[config.mk]
export PLATFORM = sky130hd
export DESIGN_NAME = button_debounce
export DESIGN_NICKNAME = d
export VERILOG_FILES = /design/src/rtl/button_debounce.sv
export SDC_FILE = /design/constraint.sdc
export NUM_CORES = 1
export LEC_CHECK = 0
export ABC_AREA = 1
export CORE_ASPECT_RATIO = 2
export CORE_MARGIN = 1
export CORE_UTILIZATION = 60
export CTS_CLUSTER_SIZE = 10
export DETAILED_ROUTE_END_ITERATION = 16
export MAX_ROUTING_LAYER = met4
export PLACE_DENSITY = 0.79
export SLEW_MARGIN = 20
export SYNTH_ARGS = -nofsm -noshare
export SYNTH_HDL_FRONTEND = slang
export SYNTH_SLANG_ARGS = --single-unit
[constraint.sdc]
create_clock -name clk -period 1.8 [get_ports clk]
set_input_delay 0.54 -clock clk [delete_from_list [all_inputs] [get_ports clk]]
set_output_delay 0.54 -clock clk [all_outputs]
set_load 0.02 [all_outputs]
[src/rtl/button_debounce.sv]
// ---------------------------------------------------------------------------
// button_debounce
//
// Multi-channel push-button debouncer. Each channel brings an asynchronous
// contact into the clk domain through a SYNC_STAGES flop chain, then runs a
// four-state filter. A new level is accepted only after the synchronised
// input has held it for DEBOUNCE_CYCLES consecutive edges. Aborted
// confirmations are counted as glitches in a saturating 8-bit counter per
// channel.
//
// Ports:
//   clk          system clock, rising edge
//   rst_n        synchronous active-low reset
//   raw[N]       asynchronous raw contacts, 1 = pressed
//   level[N]     debounced registered level, feeds the interrupt source `in`
//   rise[N]      one-cycle pulse coincident with level 0->1
//   fall[N]      one-cycle pulse coincident with level 1->0
//   glitch_sel   channel index for the glitch readout
//   glitch_count glitch counter of the selected channel (combinational mux)
//   glitch_clr   synchronous clear of every glitch counter
// ---------------------------------------------------------------------------
module button_debounce #(
  parameter int N               = 4,
  parameter int SYNC_STAGES     = 2,
  parameter int DEBOUNCE_CYCLES = 50000,
  parameter int CNT_W           = 16,
  localparam int SEL_W          = (N > 1) ? $clog2(N) : 1
) (
  input  logic             clk,
  input  logic             rst_n,
  input  logic [N-1:0]     raw,
  output logic [N-1:0]     level,
  output logic [N-1:0]     rise,
  output logic [N-1:0]     fall,
  input  logic [SEL_W-1:0] glitch_sel,
  output logic [7:0]       glitch_count,
  input  logic             glitch_clr
);

  typedef enum logic [1:0] {
    STABLE_LOW   = 2'd0,
    CONFIRM_HIGH = 2'd1,
    STABLE_HIGH  = 2'd2,
    CONFIRM_LOW  = 2'd3
  } state_t;

  // Terminal count of a confirmation window: the edge that sees the new
  // value for the DEBOUNCE_CYCLES-th time accepts it.
  localparam logic [CNT_W-1:0] CNT_LAST = CNT_W'(DEBOUNCE_CYCLES - 1);

  // Saturating increment for the glitch counters: holds at 255, never wraps.
  function automatic logic [7:0] sat_inc8(input logic [7:0] v);
    if (v == 8'hFF) begin
      return v;
    end
    return v + 8'd1;
  endfunction

  logic [7:0] glitch_arr [N];

  for (genvar i = 0; i < N; i++) begin : g_ch

    logic [SYNC_STAGES-1:0] sync_p;
    logic                   s;
    state_t                 state_q, state_d;
    logic [CNT_W-1:0]       cnt_q, cnt_d;
    logic                   level_q, level_d;
    logic                   rise_q, rise_d;
    logic                   fall_q, fall_d;
    logic [7:0]             glitch_q, glitch_d;
    logic                   glitch_hit;

    // --- synchroniser: raw enters at bit 0, FSM reads the last stage only ---
    always_ff @(posedge clk) begin
      if (!rst_n) begin
        sync_p <= '0;
      end else begin
        sync_p <= {sync_p[SYNC_STAGES-2:0], raw[i]};
      end
    end

    assign s = sync_p[SYNC_STAGES-1];

    // --- filter FSM: next state, counter, outputs ---
    always_comb begin
      state_d    = state_q;
      cnt_d      = cnt_q;
      level_d    = level_q;
      rise_d     = 1'b0;
      fall_d     = 1'b0;
      glitch_hit = 1'b0;

      unique case (state_q)
        STABLE_LOW: begin
          level_d = 1'b0;
          if (s) begin
            state_d = CONFIRM_HIGH;
            cnt_d   = CNT_W'(1);
          end
        end

        CONFIRM_HIGH: begin
          level_d = 1'b0;
          if (!s) begin
            state_d    = STABLE_LOW;
            cnt_d      = '0;
            glitch_hit = 1'b1;
          end else if (cnt_q == CNT_LAST) begin
            state_d = STABLE_HIGH;
            cnt_d   = '0;
            level_d = 1'b1;
            rise_d  = 1'b1;
          end else begin
            cnt_d = cnt_q + CNT_W'(1);
          end
        end

        STABLE_HIGH: begin
          level_d = 1'b1;
          if (!s) begin
            state_d = CONFIRM_LOW;
            cnt_d   = CNT_W'(1);
          end
        end

        CONFIRM_LOW: begin
          level_d = 1'b1;
          if (s) begin
            state_d    = STABLE_HIGH;
            cnt_d      = '0;
            glitch_hit = 1'b1;
          end else if (cnt_q == CNT_LAST) begin
            state_d = STABLE_LOW;
            cnt_d   = '0;
            level_d = 1'b0;
            fall_d  = 1'b1;
          end else begin
            cnt_d = cnt_q + CNT_W'(1);
          end
        end

        default: begin
          state_d = STABLE_LOW;
          cnt_d   = '0;
          level_d = 1'b0;
        end
      endcase

      // A clear in the same cycle as a glitch wins.
      if (glitch_clr) begin
        glitch_d = 8'd0;
      end else if (glitch_hit) begin
        glitch_d = sat_inc8(glitch_q);
      end else begin
        glitch_d = glitch_q;
      end
    end

    // --- registered state and outputs ---
    always_ff @(posedge clk) begin
      if (!rst_n) begin
        state_q  <= STABLE_LOW;
        cnt_q    <= '0;
        level_q  <= 1'b0;
        rise_q   <= 1'b0;
        fall_q   <= 1'b0;
        glitch_q <= 8'd0;
      end else begin
        state_q  <= state_d;
        cnt_q    <= cnt_d;
        level_q  <= level_d;
        rise_q   <= rise_d;
        fall_q   <= fall_d;
        glitch_q <= glitch_d;
      end
    end

    assign level[i]      = level_q;
    assign rise[i]       = rise_q;
    assign fall[i]       = fall_q;
    assign glitch_arr[i] = glitch_q;

  end : g_ch

  // Out-of-range selects (N not a power of two) read as zero.
  always_comb begin
    glitch_count = 8'd0;
    if (32'(glitch_sel) < N) begin
      glitch_count = glitch_arr[glitch_sel];
    end
  end

endmodule

**Word level (Yosys, flattened, before mapping)**

Index checks and enable logic that the tools add are counted.

- $add $sub $neg: 8
- Magnitude comparators: 1
- Equal/unequal tests: 40
- Multiplexer cells: 103
- Bitwise logic cells: 6
- Reductions and logical operators: 25

Operators by type and width:

| kind | number |
|---|---|
| $mux 16 | 20 |
| $pmux 16 s4 | 4 |
| $add 16x1->16 const B | 4 |
| $eq 16x16->1 const B | 4 |
| $mux 2 | 24 |
| $mux 8 | 6 |
| $mux 1 | 36 |
| $add 8x1->8 const B | 4 |
| $eq 8x8->1 const B | 4 |
| $pmux 2 s4 | 4 |
| $ne 2x2->1 const B | 12 |
| $ne 3x3->1 const B | 8 |
| $reduce_and 2->1 | 12 |
| $bmux 8 s2 | 1 |
| $eq 2x2->1 const B | 8 |
| $pmux 1 s4 | 4 |
| $reduce_and 4->1 | 4 |
| $reduce_or 3->1 | 4 |
| $eq 2x1->1 const B | 4 |
| $logic_not 2->1 | 4 |
| $pmux 1 s2 | 4 |
| $not 1->1 | 5 |
| $ge 3x3->1 const B | 1 |
| $not 2->3 | 1 |
| $reduce_or 2->1 | 1 |

- Register bits: 124
- Input bits: 9
- Output and inout port bits: 20
- Logic and storage cells: 211

**Depth between registers and ports, before layout**

- Depth in word-level cells: 6
- Gate-level depth with buffers: 11

**Worst setup path before layout**

Ideal clock, no wire load.

- Kind: input to output
- Start point: input port glitch_sel[0]
- End point: output port glitch_count[0]
- Arrival: 1.298 ns
- Data required time: 1.260 ns
- Slack: -0.038 ns
- Stages: 4
- Path buffers: 1
- Cells stage by stage: inv_1 -> clkbuf_1 -> a21oi_1 -> a21oi_1

- Cells in the longest elaborated chain, start to end: 4

RTL lines:

| what | line | RTL |
|---|---|---|
| start, declared | 35 | `input logic [SEL_W-1:0] glitch_sel,` |
| $not 2->3 (not written as such) | 189 | `glitch_count = glitch_arr[glitch_sel];` |
| $bmux 8 s2 | 189 |  |
| $mux 8 (not written as such) (2 in a row) | 189 |  |
| end, declared | 36 | `output logic [7:0] glitch_count,` |

Every way passes these cells. The select of a mux whose other input is x is not followed.

**Worst setup path after layout**

- Start point: input port glitch_sel[0]
- End point: output port glitch_count[2]

The elaborated chain is that of the path after synthesis.

==> impl_metrics.tcl <==
set metrics [dict create \
    ant_nets 0 \
    num_vias 6751 \
    gp_congestion 0.936 \
    crit_path_start_kind "input pin" \
    grtUsageTotal 0.315 \
    rr_worst_depth 9 \
    grt_start_max_net_pins 42 \
    grt_pass1_wl_um 28800 \
    io_buffers 28 \
    drtPass1Iterations 7 \
    r2r-end "g_ch[3].glitch_q[0]$_SDFFE_PP0P_" \
    syn_nets 1064 \
    synth_area_leaders "dfxtp_1, nand2_1, nor2_1, a21oi_1, inv_1" \
    period_needed_ns 1.81 \
    synthToLayoutAreaGrowth_pct 20.1 \
    placed_cells 1228 \
    failed_checks "negative setup slack" \
    r2r_slack_ns 0.04 \
    ys_seq_elements 124 \
    hpwl_um 12200 \
    grt_pass1_vias 6605 \
    setup_viol 3 \
    synth_cell_types 37 \
    holdPathEnd "g_ch[2].sync_p[1]$_SDFF_PN0_" \
    vias_per_cell 5.35 \
    relSlewSlack 0.731 \
    rsz0062_at_grt "true" \
    fin_ws_ns -0.0147 \
    dieArea_sq_um 11800 \
    min_from "g_ch[2].sync_p[0]$_SDFF_PN0_" \
    status "finished, violations left" \
    antenna_found_initial 0 \
    end_kind "primary output" \
    synth_top_area_cell "dfxtp_1" \
    drive_above_1_share 0.173 \
    finalHoldViolCount 0 \
    cp.arrival_ns 1.27 \
    cts_tree "done" \
    peakVddDrop_v 0.000764 \
    clkTransAtPathRegs_ns 0.05 \
    r2r-start "g_ch[3].glitch_q[0]$_SDFFE_PP0P_" \
    whs_path_depth 2 \
    drc 0 \
    hold_buffers 0 \
    ys_seq_area_frac 0.364 \
    placed_area_sq_um 7520 \
    required_ns 1.26 \
    fill_cells 895 \
    final_area_sq_um 8200 \
    htree_levels 4 \
    dr.first_iter.drc_count 389 \
    drt_wl_total_um 17500 \
    die_h_um 153 \
    slew_violations 0 \
    dieWidth_um 77.4 \
    synth.most_common_cell "nand2_1" \
    setup.worst_path.class "input pin to primary output" \
    avgRoutedWirePerCell_um 13.9 \
    synth_common_cells "nand2_1, dfxtp_1, nor2_1, inv_1, a21oi_1" \
    crit_fanout 5 \
    cts-root-buf "clkbuf_16" \
    min_period_over_period 1.01 \
    core_area_sq_um 11000 \
    synth_area_sq_um 6830 \
    tightestPinTransition_ns 0.402 \
    final_cells 1262 \
    async_flop_share 0 \
    layout.nets 1127 \
    clock_skew_ns 0.00988 \
    p_leak_uw 0.00318 \
    antenna_cells 0 \
    yosys_warnings 0 \
    grt_remaining_overflow 0 \
    start_util 0.620 \
    synth-edff-count 0 \
    max_clock_freq_ghz 0.551 \
    synth_ff_type "dfxtp_1" \
    fp-row-count 54 \
    power_uw 6630 \
    cts_buffers 17 \
    max-cap-violations 0 \
    cts_sinks 124 \
    ios 29 \
    clk_path_buf_depth 2 \
    power_density_nw_per_um2 808 \
    synth_top_area_share 0.364 \
    synthCells 1047 \
    syn_avg_cell_area_sq_um 6.52 \
    clock_latency_ns 0.42 \
    worstHoldPathType "flop to flop" \
]
sequential cells by signal (all words and copies together), names as in the netlist, named ones only:
name	cells
g_ch.cnt_q	64
g_ch.fall_q	4
g_ch.glitch_q	32
g_ch.level_q	4
g_ch.rise_q	4
g_ch.state_q	4
g_ch.sync_p	8
critical path: stages:
cell and delay (ns):
buf_4 0.13, inv_2 0.09, buf_4 0.14, nor2_1 0.05, o22ai_2 0.18, buf_6 0.14
placed cells by master (no fill, tap or decap), types with 5 or more instances in the layout:
cell	n
xnor2_1	9
a21oi_1	79
clkbuf_16	17
nand2_2	14
inv_2	13
a21oi_2	21
nand2_1	296
nand3_2	6
clkdlybuf4s50_1	5
clkinv_2	5
nor2_2	16
nor2_1	119
buf_4	55
o21ai_0	43
o21ai_2	8
buf_6	5
nand4_1	10
ha_1	8
clkinvlp_4	6
xor2_1	16
nand3_1	68
nor2_4	8
inv_1	106
dlygate4sd2_1	12
o21ai_1	8
dfxtp_1	123
nor3_1	12
what timing repair did:
action | CTS | global route
resized for setup | 91 | 14
pin swaps | 3 | 1
endpoints found under the setup margin | 20 | 18
gates cloned | 2 | 0
setup buffers | 1 | 0
how the worst max path moves through the flow:
stage,from,to,cells past startpoint
after detailed placement,glitch_sel[0],glitch_count[1],6
after global placement,glitch_sel[0],glitch_count[1],6
after floorplan,glitch_sel[0],glitch_count[3],4
after global routing,g_ch[3].glitch_q[0]$_SDFFE_PP0P_,g_ch[3].glitch_q[0]$_SDFFE_PP0P_,9
final,glitch_sel[0],glitch_count[2],6
after CTS,glitch_sel[0],glitch_count[2],6
final cells by class:
class                      count  area [sq um]  area share
timing repair buffer          82           709      0.0865
clock buffer                  18           429      0.0523
timing repair inverter         2          15.0     0.00183
sequential                   124          2480       0.303
tap                          140           175      0.0214
inverter                     122           460      0.0561
multi-input combinational    761          3750       0.458
clock inverter                13           175      0.0214
layer usage:
layer,global-route usage,vias up,part of all wire
li1,-,3439,-
met1,0.275,3072,0.36
met2,0.592,169,0.56
met3,0.0525,71,0.033
met4,0.218,0,0.053
met5,-,-,0
per-stage QoR:
step	hold WS [ns]	utilization	setup WS, ns	TNS, ns
4_1_cts	0.412	0.742	-0.00410	-0.00788
6_report	0.410	0.745	-0.0147	-0.0251
3_5_place_dp	0.400	0.683	-0.903	-6.88
2_1_floorplan	0.390	-	0.0573	0
5_1_grt	0.425	0.745	-0.0752	-0.397
3_3_place_gp	0.397	0.683	-0.886	-6.91
kinds of logic (layout without fill, tap and decap cells):
group	Yosys count	count (layout)	share of synthesized area
AO/OA/AOI/OAI	170	170	0.133
buffers and inverters	162	237	0.103
adder cells (fa/ha/maj)	8	8	0.0147
XOR/XNOR	25	25	0.0321
AND/OR/NAND/NOR	558	558	0.354
flip-flops	124	124	0.364
where the power goes:
| part | leakage (uW) | total [uW] | switching (uW) | internal, uW |
|---|---|---|---|---|
| logic | 0.00189 | 310 | 198 | 112 |
| registers | 0.00100 | 2780 | 19.0 | 2770 |
| clock network | 0.000287 | 3530 | 1240 | 2290 |
Note: power is estimated with default switching activity, not from simulation.
